<file path="src/rtl/bus_ep_pkg.sv">
// Shared definitions for the bus endpoint and for the agent/checker code
// that talks to it.
//   ID_W              - width of a destination id
//   DEFAULT_BROADCAST - destination id that every endpoint accepts
//   dest_of()         - extracts the destination id from a packet
package bus_ep_pkg;

  localparam int ID_W = 8;
  localparam logic [ID_W-1:0] DEFAULT_BROADCAST = 8'hFF;
  localparam int PKT_MAX_W = 64;

  // Packets narrower than PKT_MAX_W are passed zero-extended; pkt_w is the
  // real packet width so the id is taken from the top ID_W bits of that width.
  function automatic logic [ID_W-1:0] dest_of(input logic [PKT_MAX_W-1:0] pkt,
                                               input int unsigned pkt_w = 16);
    logic [PKT_MAX_W-1:0] shifted;
    shifted = pkt >> (pkt_w - ID_W);
    return shifted[ID_W-1:0];
  endfunction

endpackage

</file>
<file path="src/rtl/bus_endpoint_fifo.sv">
// First-word-fall-through FIFO used for both endpoint directions.
//   clk, reset : clock, synchronous active-low reset (empties FIFO, clears storage)
//   wr, din    : write request and data; ignored when full unless a read also occurs
//   rd         : read request; ignored when empty
//   dout       : head entry (0 after reset)
//   empty/full : decoded from the registered occupancy counter
module ep_fifo #(
  parameter int width = 16,
  parameter int depth = 8
) (
  input  logic             clk,
  input  logic             reset,
  input  logic             wr,
  input  logic [width-1:0] din,
  input  logic             rd,
  output logic [width-1:0] dout,
  output logic             empty,
  output logic             full
);

  localparam int AW = $clog2(depth);
  localparam int CW = AW + 1;

  logic [width-1:0] mem [depth];
  logic [AW-1:0]    wr_ptr;
  logic [AW-1:0]    rd_ptr;
  logic [CW-1:0]    count;
  logic             do_rd;
  logic             do_wr;

  assign empty = (count == '0);
  assign full  = (count == CW'(depth));
  assign dout  = mem[rd_ptr];

  // A read in the same cycle frees a slot, so a write at full still lands.
  assign do_rd = rd && !empty;
  assign do_wr = wr && (!full || do_rd);

  always_ff @(posedge clk) begin
    if (!reset) begin
      wr_ptr <= '0;
      rd_ptr <= '0;
      count  <= '0;
      for (int i = 0; i < depth; i++) mem[i] <= '0;
    end else begin
      if (do_wr) begin
        mem[wr_ptr] <= din;
        wr_ptr      <= wr_ptr + 1'b1;
      end
      if (do_rd) rd_ptr <= rd_ptr + 1'b1;
      case ({do_wr, do_rd})
        2'b10:   count <= count + 1'b1;
        2'b01:   count <= count - 1'b1;
        default: ;
      endcase
    end
  end

endmodule

</file>
<file path="src/rtl/bus_endpoint.sv">
// Per-device endpoint on the bs_gnrtr_n_rbtr bus.
//   clk, reset              : clock, synchronous active-low reset
//   pndng, D_pop, pop       : outbound queue toward the arbiter (FWFT head)
//   push, D_push            : inbound delivery from the bus, no backpressure
//   tx_valid/ready/data     : local transmit port
//   rx_valid/ready/data     : local receive port (FWFT)
//   rx_drop, rx_misroute,
//   pop_err                 : sticky error flags, cleared only by reset
//   rx_drop_cnt             : saturating count of dropped pushes
module bus_endpoint
  import bus_ep_pkg::*;
#(
  parameter int              pckg_sz   = 16,
  parameter int              depth     = 8,
  parameter logic [ID_W-1:0] id        = 8'd0,
  parameter logic [ID_W-1:0] broadcast = DEFAULT_BROADCAST
) (
  input  logic               clk,
  input  logic               reset,
  output logic               pndng,
  output logic [pckg_sz-1:0] D_pop,
  input  logic               pop,
  input  logic               push,
  input  logic [pckg_sz-1:0] D_push,
  input  logic               tx_valid,
  output logic               tx_ready,
  input  logic [pckg_sz-1:0] tx_data,
  output logic               rx_valid,
  input  logic               rx_ready,
  output logic [pckg_sz-1:0] rx_data,
  output logic               rx_drop,
  output logic               rx_misroute,
  output logic               pop_err,
  output logic [15:0]        rx_drop_cnt
);

  logic            tx_empty;
  logic            tx_full;
  logic            rx_empty;
  logic            rx_full;
  logic            rx_accept;
  logic            rx_discard;
  logic [ID_W-1:0] push_dest;

  ep_fifo #(.width(pckg_sz), .depth(depth)) u_tx_fifo (
    .clk   (clk),
    .reset (reset),
    .wr    (tx_valid && !tx_full),
    .din   (tx_data),
    .rd    (pop),
    .dout  (D_pop),
    .empty (tx_empty),
    .full  (tx_full)
  );

  ep_fifo #(.width(pckg_sz), .depth(depth)) u_rx_fifo (
    .clk   (clk),
    .reset (reset),
    .wr    (push),
    .din   (D_push),
    .rd    (rx_ready),
    .dout  (rx_data),
    .empty (rx_empty),
    .full  (rx_full)
  );

  assign pndng    = !tx_empty;
  assign tx_ready = !tx_full;
  assign rx_valid = !rx_empty;

  // Mirrors the FIFO's own acceptance rule: full only blocks when the local
  // side is not draining in the same cycle (full implies non-empty).
  assign rx_accept  = push && (!rx_full || rx_ready);
  assign rx_discard = push && rx_full && !rx_ready;
  assign push_dest  = dest_of(PKT_MAX_W'(D_push), pckg_sz);

  always_ff @(posedge clk) begin
    if (!reset) begin
      rx_drop     <= 1'b0;
      rx_misroute <= 1'b0;
      pop_err     <= 1'b0;
      rx_drop_cnt <= '0;
    end else begin
      if (pop && tx_empty) pop_err <= 1'b1;
      if (rx_discard) begin
        rx_drop <= 1'b1;
        if (rx_drop_cnt != 16'hFFFF) rx_drop_cnt <= rx_drop_cnt + 1'b1;
      end
      if (rx_accept && push_dest != id && push_dest != broadcast)
        rx_misroute <= 1'b1;
    end
  end

endmodule

</file>
<file path="config.mk">
export PLATFORM = sky130hd
export DESIGN_NAME = bus_endpoint
export DESIGN_NICKNAME = d
export VERILOG_FILES = /design/src/rtl/bus_ep_pkg.sv /design/src/rtl/bus_endpoint_fifo.sv /design/src/rtl/bus_endpoint.sv
export SDC_FILE = /design/constraint.sdc
export NUM_CORES = 1
export LEC_CHECK = 0
export ABC_AREA = 1
export ABC_CLOCK_PERIOD_IN_PS = 3500
export CAP_MARGIN = 20
export CORE_UTILIZATION = 55
export DETAILED_ROUTE_END_ITERATION = 12
export PLACE_DENSITY_LB_ADDON = 0.15
export SETUP_SLACK_MARGIN = 0.02
export SLEW_MARGIN = 20
export SYNTH_ARGS = -nofsm -noshare
export SYNTH_HDL_FRONTEND = slang
export SYNTH_SLANG_ARGS = --single-unit
</file>
<file path="constraint.sdc">
create_clock -name clk -period 3.5 [get_ports clk]
set_clock_uncertainty 0.05 [all_clocks]
set_input_delay 0.525 -clock clk [delete_from_list [all_inputs] [get_ports clk]]
set_output_delay 0.525 -clock clk [all_outputs]
set_load 0.02 [all_outputs]
</file>
# --- After elaboration in Yosys (flattened, before gate mapping) ---
# Memory sizes are Yosys's and may differ from the RTL's. A register that Yosys moved wholly into a read port is not among the register bits.
# Cells that the tools add are included.
totals:
  ramBits: 256
  ff_bits: 39
  mem_count: 2
memory_table:
  columns: ["memory", "words", "word_bits", "read_ports", "rd_ports_with_merged_regs", "wr", "line", "source"]
  rows:
  - ["u_rx_fifo.mem", 8, 16, 1, 1, 8, "bus_endpoint_fifo.sv:24", "logic [width-1:0] mem [depth];"]
  - ["u_tx_fifo.mem", 8, 16, 1, 1, 8, "bus_endpoint_fifo.sv:24", null]
op_classes:
  reduce_logical: 27
  eq_ne: 8
  muxes: 19
  add_sub_neg: 9
ops:
  columns: ["cell", "count"]
  rows:
  - ["2-to-1 mux 16 bit", 2]
  - ["OR reduction 16 bit", 2]
  - ["2-to-1 mux 3 bit", 6]
  - ["adder 16 x 1 -> 16 bit (second input constant)", 1]
  - ["inequality test 16 bit (second input constant)", 1]
  - ["case mux 4 bit (2 select lines)", 2]
  - ["adder 3 x 1 -> 3 bit (second input constant)", 4]
  - ["logical AND 1 bit", 11]
  - ["2-to-1 mux 1 bit", 9]
  - ["adder 4 x 1 -> 4 bit (second input constant)", 2]
  - ["equality test 4 bit (second input constant)", 2]
  - ["zero test 4 bit", 2]
  - ["inequality test 8 bit (second input constant)", 1]
  - ["nonzero test 8 bit", 1]
  - ["subtractor 4 x 1 -> 4 bit (second input constant)", 2]
  - ["zero test 1 bit", 5]
  - ["equality test 2 x 1 -> 1 bit (second input constant)", 2]
  - ["equality test 2 bit (second input constant)", 2]
  - ["nonzero test 2 bit", 2]
  - ["logical OR 1 bit", 3]
  - ["AND reduction 2 bit", 1]

# --- Depth between registers and ports, before layout ---
# Gate-level depths: netlist of the first run.
depth:
  word_depth: 10
  depth_mapped: 14
  depth_no_buf: 14

# --- By module ---
# From an unflattened synthesis of the first run, not the netlist that was laid out.
hier_totals:
  cells_unflattened: 1341
  area_unflattened_um2: 13630.6
modules_own_cells:
  columns: ["module", "instances", "seq_area_each_um2", "cells_per_inst", "area_each_um2"]
  rows:
  - ["ep_fifo (u_tx_fifo)", 1, 4103.9, 585, 6286.0]
  - ["ep_fifo (u_rx_fifo)", 1, 4103.9, 583, 6249.7]
  - ["bus_endpoint", 1, 380.4, 173, 1094.8]

# --- Worst setup path before layout of the first run ---
# Ideal clock, no wire load.
synth_timing:
  path_type: "input -> register"
  startpoint: "input reset"
  endpoint: "memory u_rx_fifo.mem[5][0], enable pin"
  setup_time_ps: 372
  t_required_ps: 3078
  n_path_buf: 2
  stages: 6
  t_arrival_ps: 1791
  path_slack_ps: 1288
  path_cell_list: "buf_2 > inv_2 > nor3_4 > nand2_4 > buf_6 > nand2_1"
synth_rtl:
  columns: ["item", "line", "source"]
  rows:
  - ["start, declared", "bus_endpoint.sv:19", "input logic reset,"]
  - ["end, declared", "bus_endpoint_fifo.sv:24", null]

==> impl_metrics.py, run 1 <==
metrics = {
    "timing": {
        "maxSlewViolCount": 0,
        "grt_setup_unrepaired": "no",
        "layout_setup_ws_ns": 0.242,
        "fmax_mhz": 307,
        "setup_viol": 0,
        "max_slew_margin_pct": 37.9,
        "final-hold-violation-count": 0,
        "tns_ns": 0,
        "period_needed_ns": 3.26,
        "min_period_over_period_pct": 93.1,
        "worst_pin_slew_ns": 0.929,
    },
    "placed_design": {
        "gp_congestion": 0.817,
        "pre_cts_ws_ns": 0.627,
        "hpwl_um": 20300,
        "portBuffers": 91,
    },
    "clock_tree": {
        "cts_made_buffers": 31,
        "cts_max_path_buffers": 3,
        "ctsResizeCount": 0,
        "cts_setup_buffers": 0,
        "cts_root_buf": "clkbuf_16",
        "cts-htree-levels": 1,
        "clkLatencyLatePin_ns": 0.55,
        "cts_hold_buffers": 0,
        "path_clk_slew_ns": 0.06,
        "cts_sinks": 301,
        "cts_tree": "built",
    },
    "yosys": {
        "dominantRegCellSynth": "edfxtp_1",
        "ys_warn_count": 0,
        "avgSynthCellArea_um2": 10.0,
        "synth_edf_count": 256,
        "synth_top_area_share_pct": 56.4,
        "netlist_instances": 1358,
        "ys_ff_latch": 301,
        "syn-num-nets": 1408,
        "synth_cell_type_count": 34,
        "yosysTopAreaCell": "edfxtp_1",
        "syn_area_mm2": 0.0136,
        "ys_top_cells_by_area": "edfxtp_1 56%, nor2_1 12%, dfxtp_1 6.6%",
        "async_flop_share_pct": 0,
        "synth_seq_area_share_pct": 63.0,
    },
    "power_and_ir_drop": {
        "power_density_mw_per_mm2": 668,
        "leakage_nw": 6.29,
        "max-vdd-ir-drop_uv": 506,
        "power.total_mw": 10.6,
    },
    "worst_setup_path": {
        "critPathMaxFanout": 23,
        "cp-end-kind": "primary output",
        "worst_ep_arrival_time_ns": 2.68,
        "worst_ep_required_time_ns": 2.92,
        "crit_path_start_kind": "register",
        "critical_path_class": "register to primary output",
    },
    "final_layout": {
        "syn_to_final_growth_pct": 16.8,
        "n_antenna_cell": 0,
        "final_util_pct": 65.4,
        "drive_above_1_share_pct": 7.62,
        "final_nets": 1495,
    },
    "routing": {
        "drc": 0,
        "routed_wl_um": 32300,
        "vias_per_cell": 5.55,
        "vias": 9949,
        "wl_per_cell_um": 18.0,
        "ant_nets": 0,
        "drt_first_pass_iters": 5,
        "drt_iter0_markers": 1154,
    },
    "grt": {
        "grt_usage_pct": 25.6,
        "grt_max_degree": 48,
        "antenna_found_initial": 0,
        "gr-total-overflow": 0,
        "grt_pass1_wl_um": 50900,
        "grt_pass1_vias": 9477,
    },
    "floorplanning": {
        "die_area_mm2": 0.0254,
        "start_util_pct": 56.0,
        "core_mm2": 0.0243,
        "fp-row-count": 57,
        "io_pins": 92,
        "die_y_um": 159,
        "fp.dieW_um": 159,
    },
    "outcome": {
        "status": "complete, no violations",
    },
    "job": {
        "drv_cap": 0,
    },
    "worst_hold_path": {
        "hold_class": "register to register",
    },
}
cells in the final DEF, fill, tap and decap left out, types with 4 or more instances in the layout:
cell,netlist,routed
nand3_1,18,18
dfxtp_1,45,41
nand3_2,10,10
a21oi_1,33,33
xnor2_1,6,6
ha_1,11,11
clkinv_1,9,16
buf_4,1,27
o32ai_1,32,32
clkbuf_16,0,33
inv_1,69,69
xor2_1,6,6
nand2_2,6,6
nand2_1,182,182
edfxtp_1,256,256
o21ai_0,82,82
nor2_1,427,427
nand4_1,11,11
clkinv_2,0,7
buf_12,0,4
clkdlybuf4s50_1,0,91
mux2i_1,32,32
nand2_4,5,5
o22ai_1,32,32
clkbuf_1,36,4
dfxtp_2,0,4
layout make-up:
class,count,area [µm²]
Fill cell,1951,8410
Clock inverter,20,173
Multi-Input combinational cell,909,4410
Clock buffer,37,841
Sequential cell,301,8590
Inverter,80,300
Tap cell,324,405
Timing Repair Buffer,122,1190
routing by layer:
metal	wire length, µm	vias to the layer above	global-route usage [%]
li1	-	4779	-
met2	14900	403	41.4
met3	2690	42	3.54
met1	14100	4725	36.8
met4	625	0	5.90
met5	0	-	0
per-stage QoR:
| stage | hold slack (ns) | cells | area [µm²] |
|---|---|---|---|
| 3_5_place_dp | 0.402 | 1736 | 14900 |
| 6_report | 0.415 | 1793 | 15900 |
| 4_1_cts | 0.415 | 1793 | 15900 |
| 3_3_place_gp | 0.397 | 1736 | 14900 |
| 2_1_floorplan | 0.398 | 1358 | 13600 |
| 5_1_grt | 0.430 | 1793 | 15900 |
synth_stat cells (6+ instances only):
cell type / n
nor2_1: 427
edfxtp_1: 256
nand2_1: 182
o21ai_0: 82
inv_1: 69
dfxtp_1: 45
clkbuf_1: 36
a21oi_1: 33
mux2i_1: 32
o22ai_1: 32
o32ai_1: 32
buf_2: 25
nand3_1: 18
ha_1: 11
nand4_1: 11
nand3_2: 10
clkinv_1: 9
nand2_2: 6
xnor2_1: 6
xor2_1: 6
cell families (layout without fill, tap and decap cells):
| kind of cell | count (synthesis) | in the layout | share of synthesized area (%) |
|---|---|---|---|
| XOR/XNOR | 12 | 12 | 0.771 |
| buffers and inverters | 148 | 259 | 4.61 |
| flip-flops | 301 | 301 | 63.0 |
| adder cells (fa/ha/maj) | 12 | 12 | 1.16 |
| AND/OR/NAND/NOR | 672 | 672 | 20.2 |
| AO/OA/AOI/OAI | 181 | 181 | 7.87 |
| multiplexers | 32 | 32 | 2.35 |
critical path: stages (launching register included):
cell and delay (ns):
dfxtp_2 0.46, buf_4 0.39, o21ai_0 0.18, o22ai_1 0.27, nand2_1 0.08, nand2_1 0.13, clkdlybuf4s50_1 0.62
report_power, final:
group,internal [mW],total (mW),switching (mW)
clock network,1.93,3.28,1.36
logic,1.16,2.95,1.79
registers,4.17,4.39,0.226
total,7.25,10.6,3.37
worst paths after layout:
kind / cells after the start / from / end / slack, ns
min: 2 / pop_err / pop_err / 0.41
max reg2reg: 6 / u_rx_fifo.count[0] / u_rx_fifo.mem[7][1] / 1.17
min reg2reg: 2 / pop_err / pop_err / 0.41
max: 6 / register / rx_data[6] / 0.24
sequential cells by signal, summed over array words and instances, names as in the netlist, 3 cells and up, named ones only:
signal	count
rx_drop_cnt	16
u_rx_fifo.wr_ptr	3
u_rx_fifo.count	4
u_rx_fifo.rd_ptr	3
u_tx_fifo.rd_ptr	3
u_tx_fifo.mem	128
u_tx_fifo.count	4
u_rx_fifo.mem	128
u_tx_fifo.wr_ptr	3
Note: power is estimated with default switching activity, not from simulation.
==> inputs of run 2 (changes only) <==
--- a/config.mk
+++ b/config.mk
@@ -9,3 +9,2 @@
 export ABC_CLOCK_PERIOD_IN_PS = 3500
-export CAP_MARGIN = 20
 export CORE_UTILIZATION = 55
--- a/constraint.sdc
+++ b/constraint.sdc
@@ -4,2 +4,2 @@
 set_output_delay 0.525 -clock clk [all_outputs]
-set_load 0.02 [all_outputs]
+set_load 0.01 [all_outputs]
==> run 2 against run 1 <==
Clock power down 5%. Fmax up 2.6%. Die area unchanged. Clock-buffer cell count up 4. Critical path type unchanged.
==> impl_metrics.py, run 2 (synthesis results as in run 1) <==
metrics = {
    "floorplanning": {
        "io_pins": 92,
        "fp.dieW_um": 159,
        "start_util_pct": 56.0,
        "die_area_mm2": 0.0254,
        "fp-row-count": 57,
        "die_y_um": 159,
        "core_mm2": 0.0243,
    },
    "power_and_ir_drop": {
        "internal-power_mw": 7.08,
        "seq_power_share_pct": 42.6,
        "clockPowerShare_pct": 30.5,
        "max-vdd-ir-drop_uv": 513,
        "leakage_nw": 6.26,
        "power_density_mw_per_mm2": 643,
        "p_comb_share_pct": 26.9,
        "p_sw_share_pct": 30.5,
        "p_sw_mw": 3.10,
    },
    "placed_design": {
        "portBuffers": 91,
        "hpwl_um": 20100,
        "gp_congestion": 0.784,
    },
    "worst_setup_path": {
        "cp-end-kind": "primary output",
        "crit_chain": "buf_4, o21ai_0, o22ai_1, nand2_1, nand2_1, clkdlybuf4s50_1",
        "critPathMaxFanout": 64,
        "cp_slowest_cell": "clkdlybuf4s50_1",
        "cp.depth": 6,
        "crit_path_start_kind": "register",
        "critPathBufInv": 2,
        "crit_top_cell": "nand2_1",
        "timing.rr.end": "u_rx_fifo.mem[7][11]",
        "worst_path_dominant_cell_family": "buffers and inverters",
        "max_stage_delay_ns": 0.58,
        "rrSetupSlack_ns": 1.20,
        "r2r-start": "u_rx_fifo.count[0]",
        "reg2reg_depth": 6,
        "worst_ep_arrival_time_ns": 2.60,
        "critical_path_class": "register to primary output",
        "endpoint": "rx_data[7]",
        "worst_ep_required_time_ns": 2.92,
    },
    "grt": {
        "antenna_found_initial": 0,
        "grt_usage_pct": 25.7,
        "grt_pass1_vias": 9596,
        "grt_pass1_wl_um": 51500,
        "gr-total-overflow": 0,
        "grt_max_degree": 65,
    },
    "final_layout": {
        "syn_to_final_growth_pct": 16.3,
        "multi_input_area_mm2": 0.00441,
        "fillers": 1961,
        "n_antenna_cell": 0,
        "final_cell_mix": "427 x nor2_1, 256 x edfxtp_1, 182 x nand2_1, 91 x clkdlybuf4s50_1, 82 x o21ai_0",
        "drive_above_1_share_pct": 7.61,
        "register_area_mm2": 0.00860,
        "final_common_cell": "nor2_1",
        "reg.largest.list": "u_rx_fifo.mem: 128 flops, u_tx_fifo.mem: 128 flops, rx_drop_cnt: 16 flops",
        "final_nets": 1499,
    },
    "timing": {
        "grt_setup_unrepaired": "no",
        "period_needed_ns": 3.18,
        "max_slew_margin_pct": 42.6,
        "worst_pin_slew_ns": 0.859,
        "min_period_over_period_pct": 90.7,
        "fmax_mhz": 315,
        "final-hold-violation-count": 0,
        "timing.hold.ws_ns": 0.407,
        "tns_ns": 0,
        "maxSlewViolCount": 0,
        "setup_viol": 0,
    },
    "routing": {
        "drc": 0,
        "drt_first_pass_iters": 5,
        "drt_iter0_markers": 916,
        "routed_wl_um": 32500,
        "vias_per_cell": 5.54,
        "wl_per_cell_um": 18.1,
        "ant_nets": 0,
        "vias": 9944,
    },
    "clock_tree": {
        "cts_sinks": 301,
        "cts-htree-levels": 1,
        "cts_tree": "built",
        "cts_made_buffers": 30,
        "cts_hold_buffers": 0,
        "cts_max_path_buffers": 3,
        "cts_root_buf": "clkbuf_16",
        "clkLatencyLatePin_ns": 0.55,
        "path_clk_slew_ns": 0.06,
    },
    "worst_hold_path": {
        "hold_class": "register to register",
    },
    "job": {
        "drv_cap": 0,
    },
    "outcome": {
        "status": "complete, no violations",
    },
}
[run 2: cell type report]
class / count / share of cell area (%)
repair buffers: 127 / 7.53
flip-flops and latches: 301 / 54.2
clock buffers: 41 / 5.20
clock inverters: 14 / 0.758
inverters: 80 / 1.89
well taps: 324 / 2.56
multi-input cells: 909 / 27.8
[run 2: power groups by stage]
stage / Combinational (mW) / Sequential [mW] / Clock (mW)
after floorplan: 1.74 / 4.33 / 0
after global placement: 2.70 / 4.40 / 0
after detailed placement: 2.73 / 4.41 / 0
after CTS: 2.75 / 4.34 / 3.14
after global routing: 3.00 / 4.37 / 3.27
final: 2.74 / 4.34 / 3.10
[run 2: metal layers]
metal | up-vias | wire [µm] | part of all wire (%) | GRT usage, %
li1 | 4791 | - | - | -
met5 | - | 0 | 0 | 0
met4 | 0 | 497 | 1.5 | 5.55
met1 | 4759 | 14000 | 43 | 35.7
met3 | 40 | 2100 | 6.5 | 3.62
met2 | 354 | 15900 | 49 | 43.2
[run 2: worst min path at each step]
stage,startpoint,end,cells after the start
2_1_floorplan,u_tx_fifo.rd_ptr[0],register,1
3_3_place_gp,pop_err,pop_err,2
3_5_place_dp,pop_err,pop_err,2
4_1_cts,pop_err,pop_err,2
5_1_grt,pop_err,pop_err,2
6_report,pop_err,pop_err,2
[run 2: worst register-to-register path, cell delays in order (launching register included)]
cell and delay [ns]:
dfxtp_1 0.42, nor2_2 0.09, nand3_2 0.09, nand2_4 0.11, nor3_4 0.39, nand2_4 0.23, nand2_1 0.57
[run 2: metrics by stage]
step / cells / area, µm² / utilization (%) / setup slack (ns) / power (mW)
floorplan: 1358 / 13600 / - / 1.29 / 6.07
global placement: 1741 / 14900 / 61.3 / 0.639 / 7.10
detailed placement: 1741 / 14900 / 61.3 / 0.612 / 7.15
CTS: 1796 / 15800 / 65.1 / 0.0937 / 10.2
global route: 1796 / 15800 / 65.2 / 0.134 / 10.6
finish: 1796 / 15800 / 65.2 / 0.324 / 10.2
[run 2: what timing repair did]
| action | in CTS | in global routing |
|---|---|---|
| gates resized for setup | 0 | 1 |
| setup buffers | 0 | 0 |
| setup endpoints to repair | 0 | 7 |
| hold endpoints to repair | 0 | 0 |
==> inputs of run 3 (changes only) <==
Settings changed: ABC_CLOCK_PERIOD_IN_PS 3500 to 2900, CORE_UTILIZATION 55 to 53.
Clock period 3.5 ns to 2.9 ns, I/O delays scaled along.
==> run 3 against run 2 <==
Worst setup slack got worse by 0.24 ns. Largest power group unchanged. Combinational power increased by 39%. Clock-buffer cell count decreased by 3. Utilization is 0.15 points higher. Sequential cell count stayed put. Critical endpoint is now D_pop[12]. First-iteration DRC count down 8.0%.
==> impl_metrics.py, run 3 (synthesis results as in run 1) <==
metrics = {
    "outcome": {
        "status": "complete, no violations",
    },
    "timing": {
        "timing.hold.ws_ns": 0.404,
        "period_needed_ns": 2.81,
        "grt_setup_unrepaired": "yes",
        "tns_ns": 0,
        "final-hold-violation-count": 0,
        "fmax_mhz": 356,
        "min_period_over_period_pct": 96.9,
        "setup_viol": 0,
        "max_slew_margin_pct": 57.1,
        "maxSlewViolCount": 0,
        "layout_setup_ws_ns": 0.0886,
        "worst_pin_slew_ns": 0.642,
    },
    "floorplanning": {
        "fp-row-count": 58,
        "io_pins": 92,
        "fp.dieW_um": 162,
        "core_mm2": 0.0252,
        "die_y_um": 162,
        "start_util_pct": 54.1,
        "die_area_mm2": 0.0264,
    },
    "placed_design": {
        "pre_cts_ws_ns": 0.383,
        "hpwl_um": 19800,
        "portBuffers": 91,
        "gp_congestion": 0.827,
    },
    "clock_tree": {
        "cts_root_buf": "clkbuf_16",
        "cts-htree-levels": 1,
        "cts_tree": "built",
        "cts_hold_buffers": 0,
        "cts_made_buffers": 31,
        "path_clk_slew_ns": 0.06,
        "clkLatencyLatePin_ns": 0.56,
        "cts_max_path_buffers": 3,
        "cts_sinks": 301,
    },
    "grt": {
        "grt_pass1_vias": 9876,
        "antenna_found_initial": 0,
        "gr-total-overflow": 0,
        "grt_max_degree": 65,
        "grt_pass1_wl_um": 52200,
        "grt_usage_pct": 25.5,
    },
    "final_layout": {
        "final_cell_mix": "427 x nor2_1, 256 x edfxtp_1, 182 x nand2_1, 82 x o21ai_0, 76 x clkdlybuf4s50_1",
        "register_area_mm2": 0.00860,
        "multi_input_area_mm2": 0.00446,
        "final_common_cell": "nor2_1",
        "reg.largest.list": "u_rx_fifo.mem: 128 flops, u_tx_fifo.mem: 128 flops, rx_drop_cnt: 16 flops",
        "final_util_pct": 65.3,
        "n_antenna_cell": 0,
        "drive_above_1_share_pct": 10.0,
        "final_nets": 1520,
        "syn_to_final_growth_pct": 20.7,
        "fillers": 1962,
    },
    "worst_setup_path": {
        "worst_ep_required_time_ns": 2.41,
        "critPathMaxFanout": 14,
        "cp-end-kind": "primary output",
        "max_stage_delay_ns": 0.54,
        "crit_chain": "buf_4, clkbuf_16, o21ai_0, o22ai_1, nand2_1, nand2_1, clkdlybuf4s50_1",
        "critical_path_class": "register to primary output",
        "r2r-start": "u_tx_fifo.count[0]",
        "worst_ep_arrival_time_ns": 2.33,
        "crit_top_cell": "nand2_1",
        "critPathBufInv": 3,
        "crit_path_start_kind": "register",
        "cp_slowest_cell": "clkdlybuf4s50_1",
        "worst_path_dominant_cell_family": "buffers and inverters",
    },
    "power_and_ir_drop": {
        "max-vdd-ir-drop_uv": 694,
        "power_density_mw_per_mm2": 807,
        "power.total_mw": 13.3,
        "leakage_nw": 6.70,
        "p_comb_share_pct": 28.7,
        "clockPowerShare_pct": 31.9,
        "p_sw_mw": 4.03,
        "seq_power_share_pct": 39.4,
        "p_sw_share_pct": 30.4,
        "internal-power_mw": 9.24,
    },
    "routing": {
        "drt_iter0_markers": 843,
        "vias": 10100,
        "drc": 0,
        "wl_per_cell_um": 18.7,
        "drt_first_pass_iters": 5,
        "vias_per_cell": 5.55,
        "routed_wl_um": 34000,
        "ant_nets": 0,
    },
    "worst_hold_path": {
        "hp-start": "pop_err",
        "hold_class": "register to register",
    },
    "job": {
        "drv_cap": 0,
    },
}
==> run 3: tightest hold or removal path, cell delays in order, from the launching register on <==
cell     delay [ns]
dfxtp_1        0.30
inv_1          0.05
a21oi_1        0.05
==> run 3: layer usage <==
metal / track usage (%) / wire [µm] / vias up
li1: - / - / 4847
met4: 6.13 / 735 / 0
met3: 3.87 / 2220 / 60
met2: 42.2 / 16400 / 346
met1: 35.3 / 14700 / 4877
met5: 0 / 0 / -
==> run 3: cell type report <==
type | count | area share, %
flip-flops and latches | 301 | 52.3
multi-input cells | 909 | 27.1
repair buffers | 147 | 9.60
clock buffers | 38 | 5.06
well taps | 330 | 2.51
inverters | 80 | 1.86
clock inverters | 20 | 1.58
==> run 3: through the flow <==
stage | std cells | cell area (µm²)
after global placement | 1754 | 15000
after floorplan | 1358 | 13600
final | 1825 | 16400
after detailed placement | 1754 | 15000
after CTS | 1816 | 16300
after global routing | 1825 | 16400
==> run 3: timing repair <==
| item | in CTS | in global routing |
|---|---|---|
| cloned | 4 | 3 |
| endpoints found under the setup margin | 26 | 31 |
| gates resized for setup | 9 | 25 |
| endpoints found under the hold margin | 0 | 0 |
| setup buffers | 0 | 6 |
==> run 3: path summary, 6_finish.rpt <==
path         slack [ns]  cells past startpoint                  to
max reg2reg        0.76                     11  u_tx_fifo.count[3]
min                0.40                      2             pop_err
min reg2reg        0.40                      2             pop_err
max                0.09                      7           D_pop[12]
==> run 3: power groups by stage <==
stage               logic [mW]  registers (mW)  clock network, mW
floorplan                 2.10            5.22                  0
CTS                       3.65            5.23               4.27
global placement          3.37            5.29                  0
global route              4.14            5.26               4.43
finish                    3.81            5.23               4.23
detailed placement        3.43            5.30                  0
